$ cat src/rtl/nrf24_tx_req_scheduler_if.sv
// nrf24_tx_req_scheduler_if: status inputs and TX request handshake between board, scheduler and NRF24 controller
interface nrf24_tx_req_scheduler_if #(
    parameter int N_CH      = 4,
    parameter int PAYLOAD_W = 8
);
    localparam int SEQ_W = PAYLOAD_W - N_CH;

    logic [N_CH-1:0]      cap_in;
    logic                 enable;
    logic                 tx_done;
    logic                 tx_req;
    logic [PAYLOAD_W-1:0] tx_data;
    logic                 busy;
    logic                 tx_timeout;
    logic [SEQ_W-1:0]     seq;

    modport master (
        output cap_in, enable, tx_done,
        input  tx_req, tx_data, busy, tx_timeout, seq
    );

    modport slave (
        input  cap_in, enable, tx_done,
        output tx_req, tx_data, busy, tx_timeout, seq
    );
endinterface

$ cat src/rtl/nrf24_tx_req_scheduler.sv
// nrf24_tx_req_scheduler: turns changes on synchronised status inputs into sequence-tagged NRF24 TX requests
module nrf24_tx_req_scheduler #(
    parameter int N_CH           = 4,
    parameter int PAYLOAD_W      = 8,
    parameter int SYNC_STAGES    = 2,
    parameter int HOLD_CYCLES    = 2000,
    parameter int TIMEOUT_CYCLES = 65535,
    parameter int REFRESH_CYCLES = 0
) (
    input  logic clk,
    input  logic rst_n,
    nrf24_tx_req_scheduler_if.slave bus
);
    localparam int SEQ_W   = PAYLOAD_W - N_CH;
    localparam int CNT_MAX = TIMEOUT_CYCLES > HOLD_CYCLES ? TIMEOUT_CYCLES : HOLD_CYCLES;
    localparam int CW      = $clog2(CNT_MAX + 1);
    localparam int TLAST   = TIMEOUT_CYCLES > 0 ? TIMEOUT_CYCLES - 1 : 0;
    // the tx_done/timeout cycle is the first hold clock, so HOLDOFF itself lasts HOLD_CYCLES-1 (min 1)
    localparam int HLAST   = HOLD_CYCLES > 1 ? HOLD_CYCLES - 2 : 0;
    localparam int RW      = REFRESH_CYCLES > 1 ? $clog2(REFRESH_CYCLES) : 1;
    localparam int RLAST   = REFRESH_CYCLES > 0 ? REFRESH_CYCLES - 1 : 0;

    typedef enum logic [1:0] {IDLE, REQ, WAIT_DONE, HOLDOFF} state_t;

    state_t                           state, state_n;
    logic [SYNC_STAGES-1:0][N_CH-1:0] sync;
    logic [N_CH-1:0]                  cap_s;
    logic [N_CH-1:0]                  last_sent;
    logic                             pending;
    logic                             launch;
    logic                             timeout;
    logic                             ref_sat;
    logic                             refresh_due;
    logic [CW-1:0]                    cnt;
    logic [RW-1:0]                    ref_cnt;
    logic [SEQ_W-1:0]                 seq;
    logic [PAYLOAD_W-1:0]             tx_data;

    assign cap_s          = sync[SYNC_STAGES-1];
    assign ref_sat        = ref_cnt == RW'(RLAST);
    assign refresh_due    = (REFRESH_CYCLES != 0) && ref_sat;
    assign bus.tx_req     = state == REQ;
    assign bus.busy       = state != IDLE;
    assign bus.tx_timeout = timeout;
    assign bus.tx_data    = tx_data;
    assign bus.seq        = seq;

    // next state; launch and timeout are single-cycle strobes derived here
    always_comb begin
        state_n = state;
        launch  = 1'b0;
        timeout = 1'b0;
        case (state)
            IDLE: begin
                launch  = bus.enable && (pending || refresh_due);
                state_n = launch ? REQ : IDLE;
            end
            REQ:       state_n = WAIT_DONE;
            WAIT_DONE: begin
                timeout = !bus.tx_done && cnt == CW'(TLAST);
                state_n = (bus.tx_done || timeout) ? HOLDOFF : WAIT_DONE;
            end
            default:   state_n = cnt == CW'(HLAST) ? IDLE : HOLDOFF;
        endcase
    end

    // state register and shared timeout/hold counter, restarted on every state change
    always_ff @(posedge clk or negedge rst_n) begin
        if (!rst_n) begin
            state <= IDLE;
            cnt   <= '0;
        end else begin
            state <= state_n;
            cnt   <= (state_n != state || state == IDLE) ? '0 : cnt + 1'b1;
        end
    end

    // input synchroniser and change detection; changes while busy coalesce into one pending frame
    always_ff @(posedge clk or negedge rst_n) begin
        if (!rst_n) begin
            sync    <= '0;
            pending <= 1'b0;
        end else begin
            sync    <= {sync[SYNC_STAGES-2:0], bus.cap_in};
            pending <= !launch && (pending || cap_s != last_sent);
        end
    end

    // keep-alive timer: runs only in IDLE, saturates at its last count, restarts on launch
    always_ff @(posedge clk or negedge rst_n) begin
        if (!rst_n)
            ref_cnt <= '0;
        else
            ref_cnt <= launch ? '0 : (state == IDLE && !ref_sat) ? ref_cnt + 1'b1 : ref_cnt;
    end

    // snapshot and payload captured at launch; seq advances as the request cycle ends
    always_ff @(posedge clk or negedge rst_n) begin
        if (!rst_n) begin
            last_sent <= '0;
            tx_data   <= '0;
            seq       <= '0;
        end else begin
            last_sent <= launch ? cap_s : last_sent;
            tx_data   <= launch ? {seq, cap_s} : tx_data;
            seq       <= state == REQ ? seq + 1'b1 : seq;
        end
    end
endmodule
$ cat src/flat_wrapper.sv
// flat-port wrapper written by rule: the top's interface ports become plain ports
module nrf24_tx_req_scheduler_flat 
#(
    parameter int N_CH           = 4,
    parameter int PAYLOAD_W      = 8,
    parameter int SYNC_STAGES    = 2,
    parameter int HOLD_CYCLES    = 2000,
    parameter int TIMEOUT_CYCLES = 65535,
    parameter int REFRESH_CYCLES = 0
)
  (clk, rst_n, bus_cap_in, bus_enable, bus_tx_done, bus_tx_req, bus_tx_data, bus_busy, bus_tx_timeout, bus_seq);
  nrf24_tx_req_scheduler_if #(.N_CH(N_CH), .PAYLOAD_W(PAYLOAD_W)) bus_i ();
  input  logic clk;
  input  logic rst_n;
  input wire logic [$bits(bus_i.cap_in)-1:0] bus_cap_in;
  input wire logic [$bits(bus_i.enable)-1:0] bus_enable;
  input wire logic [$bits(bus_i.tx_done)-1:0] bus_tx_done;
  output wire logic [$bits(bus_i.tx_req)-1:0] bus_tx_req;
  output wire logic [$bits(bus_i.tx_data)-1:0] bus_tx_data;
  output wire logic [$bits(bus_i.busy)-1:0] bus_busy;
  output wire logic [$bits(bus_i.tx_timeout)-1:0] bus_tx_timeout;
  output wire logic [$bits(bus_i.seq)-1:0] bus_seq;
  assign bus_i.cap_in = bus_cap_in;
  assign bus_i.enable = bus_enable;
  assign bus_i.tx_done = bus_tx_done;
  assign bus_tx_req = bus_i.tx_req;
  assign bus_tx_data = bus_i.tx_data;
  assign bus_busy = bus_i.busy;
  assign bus_tx_timeout = bus_i.tx_timeout;
  assign bus_seq = bus_i.seq;
  nrf24_tx_req_scheduler #(.N_CH(N_CH), .PAYLOAD_W(PAYLOAD_W), .SYNC_STAGES(SYNC_STAGES), .HOLD_CYCLES(HOLD_CYCLES), .TIMEOUT_CYCLES(TIMEOUT_CYCLES), .REFRESH_CYCLES(REFRESH_CYCLES)) u_core (.clk(clk), .rst_n(rst_n), .bus(bus_i));
endmodule
$ cat config.mk
export PLATFORM = sky130hd
export DESIGN_NAME = nrf24_tx_req_scheduler_flat
export DESIGN_NICKNAME = d
export VERILOG_FILES = /design/src/rtl/nrf24_tx_req_scheduler_if.sv /design/src/rtl/nrf24_tx_req_scheduler.sv /design/src/flat_wrapper.sv
export SDC_FILE = /design/constraint.sdc
export NUM_CORES = 1
export LEC_CHECK = 0
export CAP_MARGIN = 40
export CORE_MARGIN = 4
export CORE_UTILIZATION = 54
export CTS_CLUSTER_DIAMETER = 200
export CTS_CLUSTER_SIZE = 16
export DETAILED_ROUTE_END_ITERATION = 12
export GPL_TIMING_DRIVEN = 0
export PLACE_DENSITY = 0.77
export SLEW_MARGIN = 20
export SYNTH_ARGS = -nofsm -noshare
export SYNTH_HDL_FRONTEND = slang
export SYNTH_SLANG_ARGS = --single-unit
$ cat constraint.sdc
create_clock -name clk -period 3.2 [get_ports clk]
set_input_delay 0.64 -clock clk [delete_from_list [all_inputs] [get_ports clk]]
set_output_delay 0.64 -clock clk [all_outputs]
set_load 0.01 [all_outputs]
==> impl_metrics.ini <==
[timing]
hold_viol_final = 0
worst_pin_slew_ns = 0.436
fin_setup_tns_ns = 0
relSlewSlack_pct = 70.7
post-route-min-period_ns = 2.90
finalMaxSlewViolations = 0
finalCritPeriodShare_pct = 90.6
setup_viol = 0
rsz0062_at_grt = false
fmax_mhz = 345
finalClockSkew_ns = 0.0107

[setup_path]
crit_type = reg2out
startpoint = u_core.cnt[0]
arrival_ns = 2.26
cp.required_ns = 2.56
cp-start-kind = register
r2r_start = u_core.state[1]
cp-end-kind = primary output
critPathMaxFanout = 5

[placement]
dp.final_hpwl_mm = 2.56
gp_congestion = 0.871
port_buffers = 22
dp.cells = 228
place_area_um2 = 2150

[global_routing]
gr-usage-met1_pct = 21.9
grt_busiest_layer = met2
grt_antenna_before_repair = 0
grt_max_degree = 25
grt_overflow_total = 0
use_met2_pct = 30.1
grt_util_all_layers_pct = 17.8
gr-usage-met3_pct = 3.71
grt_pass1_wl_mm = 5.91
first_global_vias = 1336

[pwr]
peakVddDrop_uv = 333
power_density_nw_per_um2 = 865
p_comb_share_pct = 51.1
power_mw = 1.91
seqPwrFrac_pct = 36.2
p_int_mw = 1.12
p_sw_share_pct = 41.2
pwr-share-clk_pct = 12.7
switchingPower_uw = 786
p_leak_nw = 0.913

[floorplan]
core.rowCount = 21
io-pin-count = 23
initial_core_util_pct = 55.5
coreArea_um2 = 3340
die_h_um = 66.6
die_area_um2 = 4430
fp.dieW_um = 66.6

[cells_and_area]
area_growth_pct = 18.9
final_layout_size_suffix_gt1_share_pct = 14.8
multi_input_area_um2 = 815
n_antenna_cell = 0
final_area_um2 = 2200
fin_cells = 235
finalNetCount = 203
fillers = 266
regArea_um2 = 976

[synth]
synthArstFlopShare_pct = 100
syn_area_um2 = 1850
syn-num-nets = 174
synthFlopType = dfrtp_1
synth.largest_area_cell = dfrtp_1
ys_types = 27
synth_top_area_share_pct = 52.7
synthCells = 159
netlist_top_cells_count = dfrtp_1 (39), nand2_1 (28), xnor2_1 (13), nor4_2 (10), nor4_1 (9)
yosysMostFrequentCell = dfrtp_1
synth.area.top_cells = dfrtp_1 (53%), nor4_2 (6.8%), xnor2_1 (6.1%), nand2_1 (5.7%), ha_1 (4.7%)
synth_enable_flop_cells = 0
synth-seq-cells = 39
ys_warn_count = 0
avgSynthCellArea_um2 = 11.7
yosysSeqAreaShare_pct = 52.7

[worst_hold_path]
min_path_type = in2async

[clock_tree]
cts.clk_slew.worst_paths_ns = 0.12
cts_buffers = 5
cts_tree = yes
clock_tree.root_cell = clkbuf_4
cts_sinks = 39
cts_max_path_buffers = 2
post_cts_buffers = 0
ctsResizeCount = 0
clkLatencyLatePin_ns = 0.35
cts_max_level = 2
cts_hold_buffers = 0

[flow_run]
maxCapViolCount = 0

[routing]
wl_per_cell_um = 14.3
dr.pass1.iters = 4
drc = 0
routed_wl_mm = 3.35
via_per_inst = 5.35
vias = 1258
ant_nets = 0
drt-initial-drc-count = 57

[outcome]
status = finished clean
-- power groups by stage --
stage / clock network (mW) / logic (mW) / registers, mW
floorplan: 0 / 0.638 / 0.716
global placement: 0 / 0.956 / 0.691
detailed placement: 0 / 0.986 / 0.701
CTS: 0.252 / 0.994 / 0.690
global route: 0.274 / 1.07 / 0.706
finish: 0.242 / 0.974 / 0.690
-- worst max-delay path, stage by stage (launching register included) --
cell             delay [ns]
dfrtp_1                0.44
inv_1                  0.08
ha_1                   0.14
nand4_1                0.11
nor4_1                 0.41
and3b_1                0.21
clkdlybuf4s50_1        0.53
-- cells by family after synthesis --
kind of cell             share of synthesized area, %
multiplexers                                    0.608
flip-flops                                       52.7
AO/OA/AOI/OAI                                    1.49
XOR/XNOR                                         12.9
AND/OR/NAND/NOR                                  24.2
buffers and inverters                            3.38
adder cells (fa/ha/maj)                          4.73
-- worst paths after layout --
kind | to | slack (ns) | depth (start not counted)
min | u_core.bus.seq[2] | 0.19 | 1
max in group asynchronous | u_core.cnt[13] | 2.55 | 2
min reg2reg | u_core.cap_s[0] | 0.36 | 0
max reg2reg | u_core.cnt[7] | 0.55 | 10
min in group clk | u_core.cap_s[0] | 0.36 | 0
max | bus_tx_timeout | 0.30 | 6
-- stage by stage --
step / hold slack, ns / worst slack, ns / utilization [%]
after floorplan: 0.331 / 0.948 / -
final: 0.190 / 0.302 / 66.0
after CTS: 0.195 / 0.0179 / 66.1
after global routing: 0.205 / 0.130 / 66.0
after detailed placement: 0.335 / 0.406 / 64.5
after global placement: 0.333 / 0.526 / 63.9
-- flip-flops by register name (all words and copies together) (netlist names) --
signal / flops
u_core.bus.seq: 4
u_core.sync: 4
u_core.cap_s: 4
u_core.pending: 1
u_core.state: 2
u_core.last_sent: 3
u_core.cnt: 16
u_core.bus.tx_data: 5
-- per-layer routing --
layer	vias to the layer above	share of wire, %
met2	30	49
met5	-	0
met4	0	2.0
li1	608	-
met1	612	44
met3	8	5.3
-- final cells by class --
type	instances	share of cell area (%)
Multi-Input combinational cell	109	37.0
Clock inverter	2	0.568
Inverter	6	1.02
Timing Repair Buffer	23	11.0
Tap cell	46	2.61
Clock buffer	6	1.87
Sequential cell	39	44.3
Buffer	4	1.65
-- cell usage in the layout, fill, tap and decap left out, types with 3 or more instances in the layout --
cell type        count
buf_2                3
clkbuf_4             5
clkdlybuf4s50_1     21
dfrtp_1             39
ha_1                 7
inv_1                6
nand2_1             28
nand3_1              8
nand4_1              6
nor2_1               4
nor4_1               9
nor4_2              10
xnor2_1             13
xor2_1               8
No activity file was read; power rests on OpenSTA's default activity.
